===== src/rtl/uart_tx_mmio.sv =====
// Memory-mapped 8N1 UART transmitter: TX FIFO, baud-rate FSM and level interrupt on the data bus.
// Define UART_PARITY_EN to add the CTRL parity_en/odd bits and a PARITY bit between DATA and STOP.
module uart_tx_mmio #(
  parameter int          FIFO_DEPTH   = 8,
  parameter int          FIFO_AW      = 3,
  parameter logic [15:0] BAUD_DIV_RST = 16'd434
) (
  input  logic        clk,
  input  logic        rst,
  input  logic        ce,
  input  logic        we,
  input  logic [31:0] addr,
  input  logic [3:0]  sel,
  input  logic [31:0] data_i,
  output logic [31:0] data_o,
  output logic        txd,
  output logic        int_o
);

`ifdef UART_PARITY_EN
  localparam bit PARITY_EN = 1'b1;
`else
  localparam bit PARITY_EN = 1'b0;
`endif

  localparam logic [FIFO_AW:0] DEPTH_C = (FIFO_AW+1)'(FIFO_DEPTH);

  typedef enum logic [2:0] {S_IDLE, S_START, S_DATA, S_PARITY, S_STOP} state_e;

  state_e             state_q, state_d;
  logic [7:0]         fifo_mem_q [FIFO_DEPTH];
  logic [FIFO_AW-1:0] wr_ptr_q, wr_ptr_d, rd_ptr_q, rd_ptr_d;
  logic [FIFO_AW:0]   count_q, count_d;
  logic               overflow_q, overflow_d;
  logic [15:0]        baud_div_q, baud_div_d;
  logic               tx_en_q, tx_en_d, int_en_q, int_en_d;
  logic               par_en_q, par_en_d, par_odd_q, par_odd_d;
  logic               parity_q, parity_d;
  logic [15:0]        cnt_q, cnt_d;
  logic [2:0]         bit_idx_q, bit_idx_d;
  logic [7:0]         shift_q, shift_d;
  logic               int_q, int_d;

  logic wr_en, wr_txdata, wr_status, wr_baud, wr_ctrl;
  logic fifo_empty, fifo_full, busy, pop, push, bit_end;
  logic [7:0]  head;
  logic [15:0] reload;

  assign wr_en     = ce & we;
  assign wr_txdata = wr_en & (addr[3:2] == 2'd0) & sel[0];
  assign wr_status = wr_en & (addr[3:2] == 2'd1) & sel[0];
  assign wr_baud   = wr_en & (addr[3:2] == 2'd2) & (sel[1:0] == 2'b11);
  assign wr_ctrl   = wr_en & (addr[3:2] == 2'd3) & sel[0];

  assign fifo_empty = (count_q == '0);
  assign fifo_full  = (count_q == DEPTH_C);
  assign busy       = (state_q != S_IDLE);
  // Pop is decided from pre-edge state, so a full FIFO can still accept a byte on a pop cycle.
  assign pop        = ~busy & tx_en_q & ~fifo_empty;
  assign push       = wr_txdata & (~fifo_full | pop);
  assign head       = fifo_mem_q[rd_ptr_q];
  assign bit_end    = (cnt_q == 16'd0);
  assign reload     = baud_div_q - 16'd1;

  // NOTE: every always_comb output gets a default first, so no path leaves a latch behind.
  always_comb begin
    wr_ptr_d   = wr_ptr_q + FIFO_AW'(push);
    rd_ptr_d   = rd_ptr_q + FIFO_AW'(pop);
    count_d    = count_q + (FIFO_AW+1)'(push) - (FIFO_AW+1)'(pop);
    overflow_d = overflow_q;
    baud_div_d = baud_div_q;
    tx_en_d    = tx_en_q;
    int_en_d   = int_en_q;
    par_en_d   = par_en_q;
    par_odd_d  = par_odd_q;
    int_d      = int_en_q & fifo_empty & ~busy;

    if (wr_status && data_i[3]) overflow_d = 1'b0;
    if (wr_txdata && !push)     overflow_d = 1'b1;
    if (wr_baud) baud_div_d = (data_i[15:0] == 16'd0) ? 16'd1 : data_i[15:0];
    if (wr_ctrl) begin
      tx_en_d   = data_i[0];
      int_en_d  = data_i[1];
      par_en_d  = PARITY_EN & data_i[2];
      par_odd_d = PARITY_EN & data_i[3];
    end
  end

  always_comb begin
    state_d   = state_q;
    cnt_d     = bit_end ? reload : cnt_q - 16'd1;
    shift_d   = shift_q;
    bit_idx_d = bit_idx_q;
    parity_d  = parity_q;
    txd       = 1'b1;

    unique case (state_q)
      S_IDLE: begin
        cnt_d = cnt_q;
        if (pop) begin
          shift_d   = head;
          parity_d  = PARITY_EN & (^head ^ par_odd_q);
          bit_idx_d = 3'd0;
          cnt_d     = reload;
          state_d   = S_START;
        end
      end
      S_START: begin
        txd = 1'b0;
        if (bit_end) state_d = S_DATA;
      end
      S_DATA: begin
        txd = shift_q[0];
        if (bit_end) begin
          shift_d   = {1'b0, shift_q[7:1]};
          bit_idx_d = bit_idx_q + 3'd1;
          if (bit_idx_q == 3'd7) state_d = par_en_q ? S_PARITY : S_STOP;
        end
      end
      S_PARITY: begin
        txd = parity_q;
        if (bit_end) state_d = S_STOP;
      end
      S_STOP: begin
        if (bit_end) state_d = S_IDLE;
      end
      default: state_d = S_IDLE;
    endcase
  end

  // NOTE: sequential state uses non-blocking assignments so every register samples pre-edge values.
  always_ff @(posedge clk) begin
    if (!rst) begin
      state_q    <= S_IDLE;
      wr_ptr_q   <= '0;
      rd_ptr_q   <= '0;
      count_q    <= '0;
      overflow_q <= 1'b0;
      baud_div_q <= BAUD_DIV_RST;
      tx_en_q    <= 1'b0;
      int_en_q   <= 1'b0;
      par_en_q   <= 1'b0;
      par_odd_q  <= 1'b0;
      parity_q   <= 1'b0;
      cnt_q      <= '0;
      bit_idx_q  <= '0;
      shift_q    <= '0;
      int_q      <= 1'b0;
    end else begin
      state_q    <= state_d;
      wr_ptr_q   <= wr_ptr_d;
      rd_ptr_q   <= rd_ptr_d;
      count_q    <= count_d;
      overflow_q <= overflow_d;
      baud_div_q <= baud_div_d;
      tx_en_q    <= tx_en_d;
      int_en_q   <= int_en_d;
      par_en_q   <= par_en_d;
      par_odd_q  <= par_odd_d;
      parity_q   <= parity_d;
      cnt_q      <= cnt_d;
      bit_idx_q  <= bit_idx_d;
      shift_q    <= shift_d;
      int_q      <= int_d;
    end
  end

  // NOTE: FIFO storage is not reset; the flushed pointers and count make stale entries unreachable.
  always_ff @(posedge clk) begin
    if (push) fifo_mem_q[wr_ptr_q] <= data_i[7:0];
  end

  always_comb begin
    data_o = 32'h0;
    if (ce && !we) begin
      unique case (addr[3:2])
        2'd0: data_o = 32'h0;
        2'd1: data_o = {24'h0, 4'(count_q), overflow_q, busy, fifo_empty, fifo_full};
        2'd2: data_o = {16'h0, baud_div_q};
        default: data_o = {28'h0, par_odd_q, par_en_q, int_en_q, tx_en_q};
      endcase
    end
  end

  assign int_o = int_q;

  logic unused_bits;
  assign unused_bits = ^{addr[31:4], addr[1:0], sel[3:2], data_i[31:16]};

endmodule


===== config.mk =====
export PLATFORM = sky130hd
export DESIGN_NAME = uart_tx_mmio
export DESIGN_NICKNAME = d
export VERILOG_FILES = /design/src/rtl/uart_tx_mmio.sv
export SDC_FILE = /design/constraint.sdc
export NUM_CORES = 1
export LEC_CHECK = 0
export ABC_AREA = 1
export BUFFER_PORTS_ARGS = -buffer_cell sky130_fd_sc_hd__buf_2
export CORE_MARGIN = 4
export CORE_UTILIZATION = 45
export CTS_BUF_LIST = sky130_fd_sc_hd__clkbuf_8
export CTS_CLUSTER_SIZE = 20
export DETAILED_ROUTE_END_ITERATION = 8
export GPL_TIMING_DRIVEN = 0
export MAX_ROUTING_LAYER = met4
export PLACE_DENSITY = 0.66
export SLEW_MARGIN = 20
export SYNTH_ARGS = -nofsm -noshare
export SYNTH_HDL_FRONTEND = slang
export SYNTH_SLANG_ARGS = --single-unit
export TNS_END_PERCENT = 10

===== constraint.sdc =====
create_clock -name clk -period 2.1 [get_ports clk]
set_input_delay 0.105 -clock clk [delete_from_list [all_inputs] [get_ports clk]]
set_output_delay 0.105 -clock clk [all_outputs]
set_load 0.005 [all_outputs]

==> summary.md <==
| Metric | Value |
|---|---|
| Die Wd | `126.6 um` |
| FF-to-FF End | `fifo_mem_q[5][7]$_DFFE_PP_` |
| Mean post-synth cell area | `8.063 um2` |
| Register Area | `3127 um2` |
| Final worst-path cycle share | `104.9%` |
| Post-synth top area cell | `edfxtp_1` |
| Netlist area before placement | `6330 um2` |
| Worst reg-to-reg setup slack | `-0.10 ns` |
| First-pass GRT wire length | `25.98 mm` |
| Critical Path RT | `2.18 ns` |
| Yosys warns | `0` |
| Port Buffers | `41` |
| Area of the core | `13830 um2` |
| Status | `finished with violations` |
| Setup-failing EPs final | `18` |
| Cell Pwr Density | `884.3 nW/um2` |
| Antenna fix cells | `0` |
| H-tree Lvls | `4` |
| Post-synth cell types | `36` |
| Slew @ Worst Pin | `0.7116 ns` |
| Tot Pwr | `6.684 mW` |
| Total global routing overflow | `0` |
| CTS clk-pin slew, worst paths | `0.08 ns` |
| Initial core utilization | `45.78%` |
| Worst clock skew | `0.01805 ns` |
| Final Hold Violating Endpoints | `0` |
| Placed Instances | `1021` |
| Fin crit period | `2.203 ns` |
| CTS Sinks | `124` |
| Area grow syn2layout | `19.41%` |
| Hold Path Class | `input pin to flip-flop` |
| Total Nets Final | `968` |
| Slowest CP cell | `nor2_2` |
| Routed WL per cell | `14.65 um` |
| FMAX | `453.9 MHz` |
| First-pass DRT Iterations | `5` |
| Vias per cell | `5.034` |
| Largest net degree at the start of global routing | `17` |
| Worst EP arrival | `2.28 ns` |
| Crit-path cells | `inv_4, ha_4, nand3_4, nand2_4, nor2_4, o21ai_2, buf_4, inv_1, nand2_1, nor2_2` |
| Failing checks | `negative setup slack` |
| Initial antenna violation count | `0` |
| Via count | `5401` |
| Critical path class | `flip-flop to flip-flop` |
| CTS tree | `yes` |
| Height of the die | `126.6 um` |
| Leak | `3.237 nW` |
| Maximum vdd ir drop | `0.3882 mV` |
| Crit-path max cell delay | `0.44 ns` |
| Hold wc startpoint | `data_i[3]` |
| Total Wirelength | `15.72 mm` |
| Syn Inst Count | `785` |
| Worst Path Buf+Inv | `3` |
| Top-area cell type share of the netlist area | `30.36%` |
| Total CTS buffers | `17` |
| Share of layout cells above drive strength 1 | `16.69%` |
| Post-route DRC | `0` |
| Sequential area share after synthesis | `49.34%` |
| Max FO, Critical Path | `8` |
| Synth Register Bits | `124` |
| Min-Delay Endpoint | `baud_div_q[3]$_SDFFE_PN0P_` |
| Worst setup margin | `-0.1030 ns` |
| Vias in the first global route | `5122` |
| Rel. slew slack | `52.56%` |
| Die Area | `16030 um2` |
| Util after Layout | `54.66%` |
| Root Buffer | `clkbuf_8` |
| Cell Count, Final, Fillers Out | `1073` |
| Top Family by Delay on Critical Path | `simple AND/OR/NAND/NOR gates` |
| Max Buffers Root-to-Sink | `2` |
| RSZ-0062 raised after global routing | `yes` |
| GPL Wtd Cong | `0.9028` |
| Reg-to-reg critical path startpoint | `count_q[2]$_SDFF_PN0_` |
| Area contributors post-synth | `edfxtp_1 30%, dfxtp_1 19%, nor2_1 8.5%` |
| CP Capture Type | `flip-flop` |
| Latest clock arrival within the worst-skew pair | `0.44 ns` |
| Worst setup SP type | `flip-flop` |
| R2r worst-path depth | `10` |
| Row count | `43` |
| Remaining antenna violation count | `0` |
| Fin. max-slew vios | `0` |
| Hold path depth | `3` |
| Setup TNS | `-1.436 ns` |
| Multi-input gate area | `2786 um2` |
| GRT Util Overall | `20.89%` |
| Final hold slack | `0.02817 ns` |
| IO Pins | `106` |
| HPWL Detailed | `11.15 mm` |
| Max-capacitance violation count | `0` |
| FILL cells | `1292` |
| Initial DRC Count | `373` |
[report_power, final]
part           switching, mW  leakage [nW]  internal, mW  total (mW)
combinational           1.05          1.95         0.594        1.64
clock                   1.03         0.220          1.23        2.27
sequential             0.101          1.06          2.67        2.77
total                   2.19          3.24          4.50        6.68
[final cells by class]
type,count,area share [%]
plain buffers,46,3.576
flip-flops and latches,124,41.37
repair buffers,61,5.181
well taps,180,2.980
multi-input cells,543,36.86
clock buffers,18,3.278
inverters,87,4.354
clock inverters,14,2.400
[Yosys cell counts, drive strengths merged]
master   number
nor2        150
buf          27
clkinv        1
xnor2         6
a2bb2oi       2
clkbuf       19
ha           15
o21bai        2
a31oi         1
nor4          5
nand3        39
o211ai       18
nand2       138
or2           1
xor2          8
inv          86
nand4         7
conb          1
nor3         11
nand3b        1
edfxtp       64
dfxtp        60
fa            1
o21ai        79
a21o          1
a211oi        9
a21oi        33
[metrics by stage]
stage                     instance area (um2)  setup WS [ns]
after floorplan                          6405      -0.009482
after global routing                     7559        -0.2101
after detailed placement                 6835        -0.3745
final                                    7559        -0.1030
after CTS                                7470        -0.1657
after global placement                   6835        -0.3453
[worst register-to-register path, stage by stage (launching register included)]
cell and delay, ns:
dfxtp_2 0.36, inv_4 0.05, ha_4 0.16, nand3_4 0.07, nand2_4 0.08, nor2_4 0.19
o21ai_2 0.08, buf_4 0.15, inv_1 0.06, nand2_1 0.21, nor2_2 0.44
[cell usage in the layout, fill, tap and decap left out, drive strengths merged]
cell	synthesis	routed
a211oi	9	9
a21o	1	1
a21oi	33	33
a2bb2oi	2	2
a31oi	1	1
buf	27	75
bufinv	0	3
clkbuf	19	37
clkinv	1	7
conb	1	16
dfxtp	60	60
dlygate4sd3	0	13
edfxtp	64	64
fa	1	1
ha	15	15
inv	86	91
nand2	138	138
nand3	39	39
nand3b	1	1
nand4	7	7
nor2	150	150
nor3	11	11
nor4	5	5
o211ai	18	18
o21ai	79	79
o21bai	2	2
or2	1	1
xnor2	6	6
xor2	8	8
[what timing repair did]
item,4_1_cts,5_1_grt
pin swaps,3,6
hold buffers,13,0
resized for setup,17,16
endpoints found under the hold margin,36,0
setup endpoints to repair,67,68
setup buffers,3,4
[logic make-up after synthesis]
group	after synthesis	share of synthesized area (%)
AND/OR/NAND/NOR	352	23.11
AO/OA/AOI/OAI	145	12.85
buffers and inverters	133	9.429
flip-flops	124	49.34
adder cells (fa/ha/maj)	16	3.281
XOR/XNOR	14	1.937
other	1	0.05924
[worst max-delay path by stage]
stage	startpoint	end	slack, ns	cells after the start
floorplan	count_q[2]$_SDFF_PN0_	count_q[1]$_SDFF_PN0_	-0.009	12
global placement	count_q[2]$_SDFF_PN0_	fifo_mem_q[0][7]$_DFFE_PP_	-0.35	8
detailed placement	count_q[2]$_SDFF_PN0_	fifo_mem_q[0][7]$_DFFE_PP_	-0.37	8
CTS	count_q[2]$_SDFF_PN0_	count_q[1]$_SDFF_PN0_	-0.17	12
global route	count_q[2]$_SDFF_PN0_	fifo_mem_q[7][7]$_DFFE_PP_	-0.21	10
finish	count_q[2]$_SDFF_PN0_	fifo_mem_q[5][7]$_DFFE_PP_	-0.10	10
[per-layer routing]
layer / part of all wire [%] / vias up / routed length (um) / track usage, %
li1: - / 2766 / - / -
met4: 2.2 / 0 / 339 / 6.814
met5: 0 / - / 0 / -
met2: 46 / 153 / 7266 / 32.13
met3: 5.0 / 30 / 788 / 4.084
met1: 47 / 2452 / 7327 / 27.92
[state kept, by name, indices dropped and copies added (netlist names)]
register,count
int_o,1
shift_q,8
wr_ptr_q,3
tx_en_q,1
int_en_q,1
bit_idx_q,3
baud_div_q,16
overflow_q,1
cnt_q,16
state_q,3
rd_ptr_q,3
count_q,4
fifo_mem_q,64
Power figures use the tool's default switching activity.
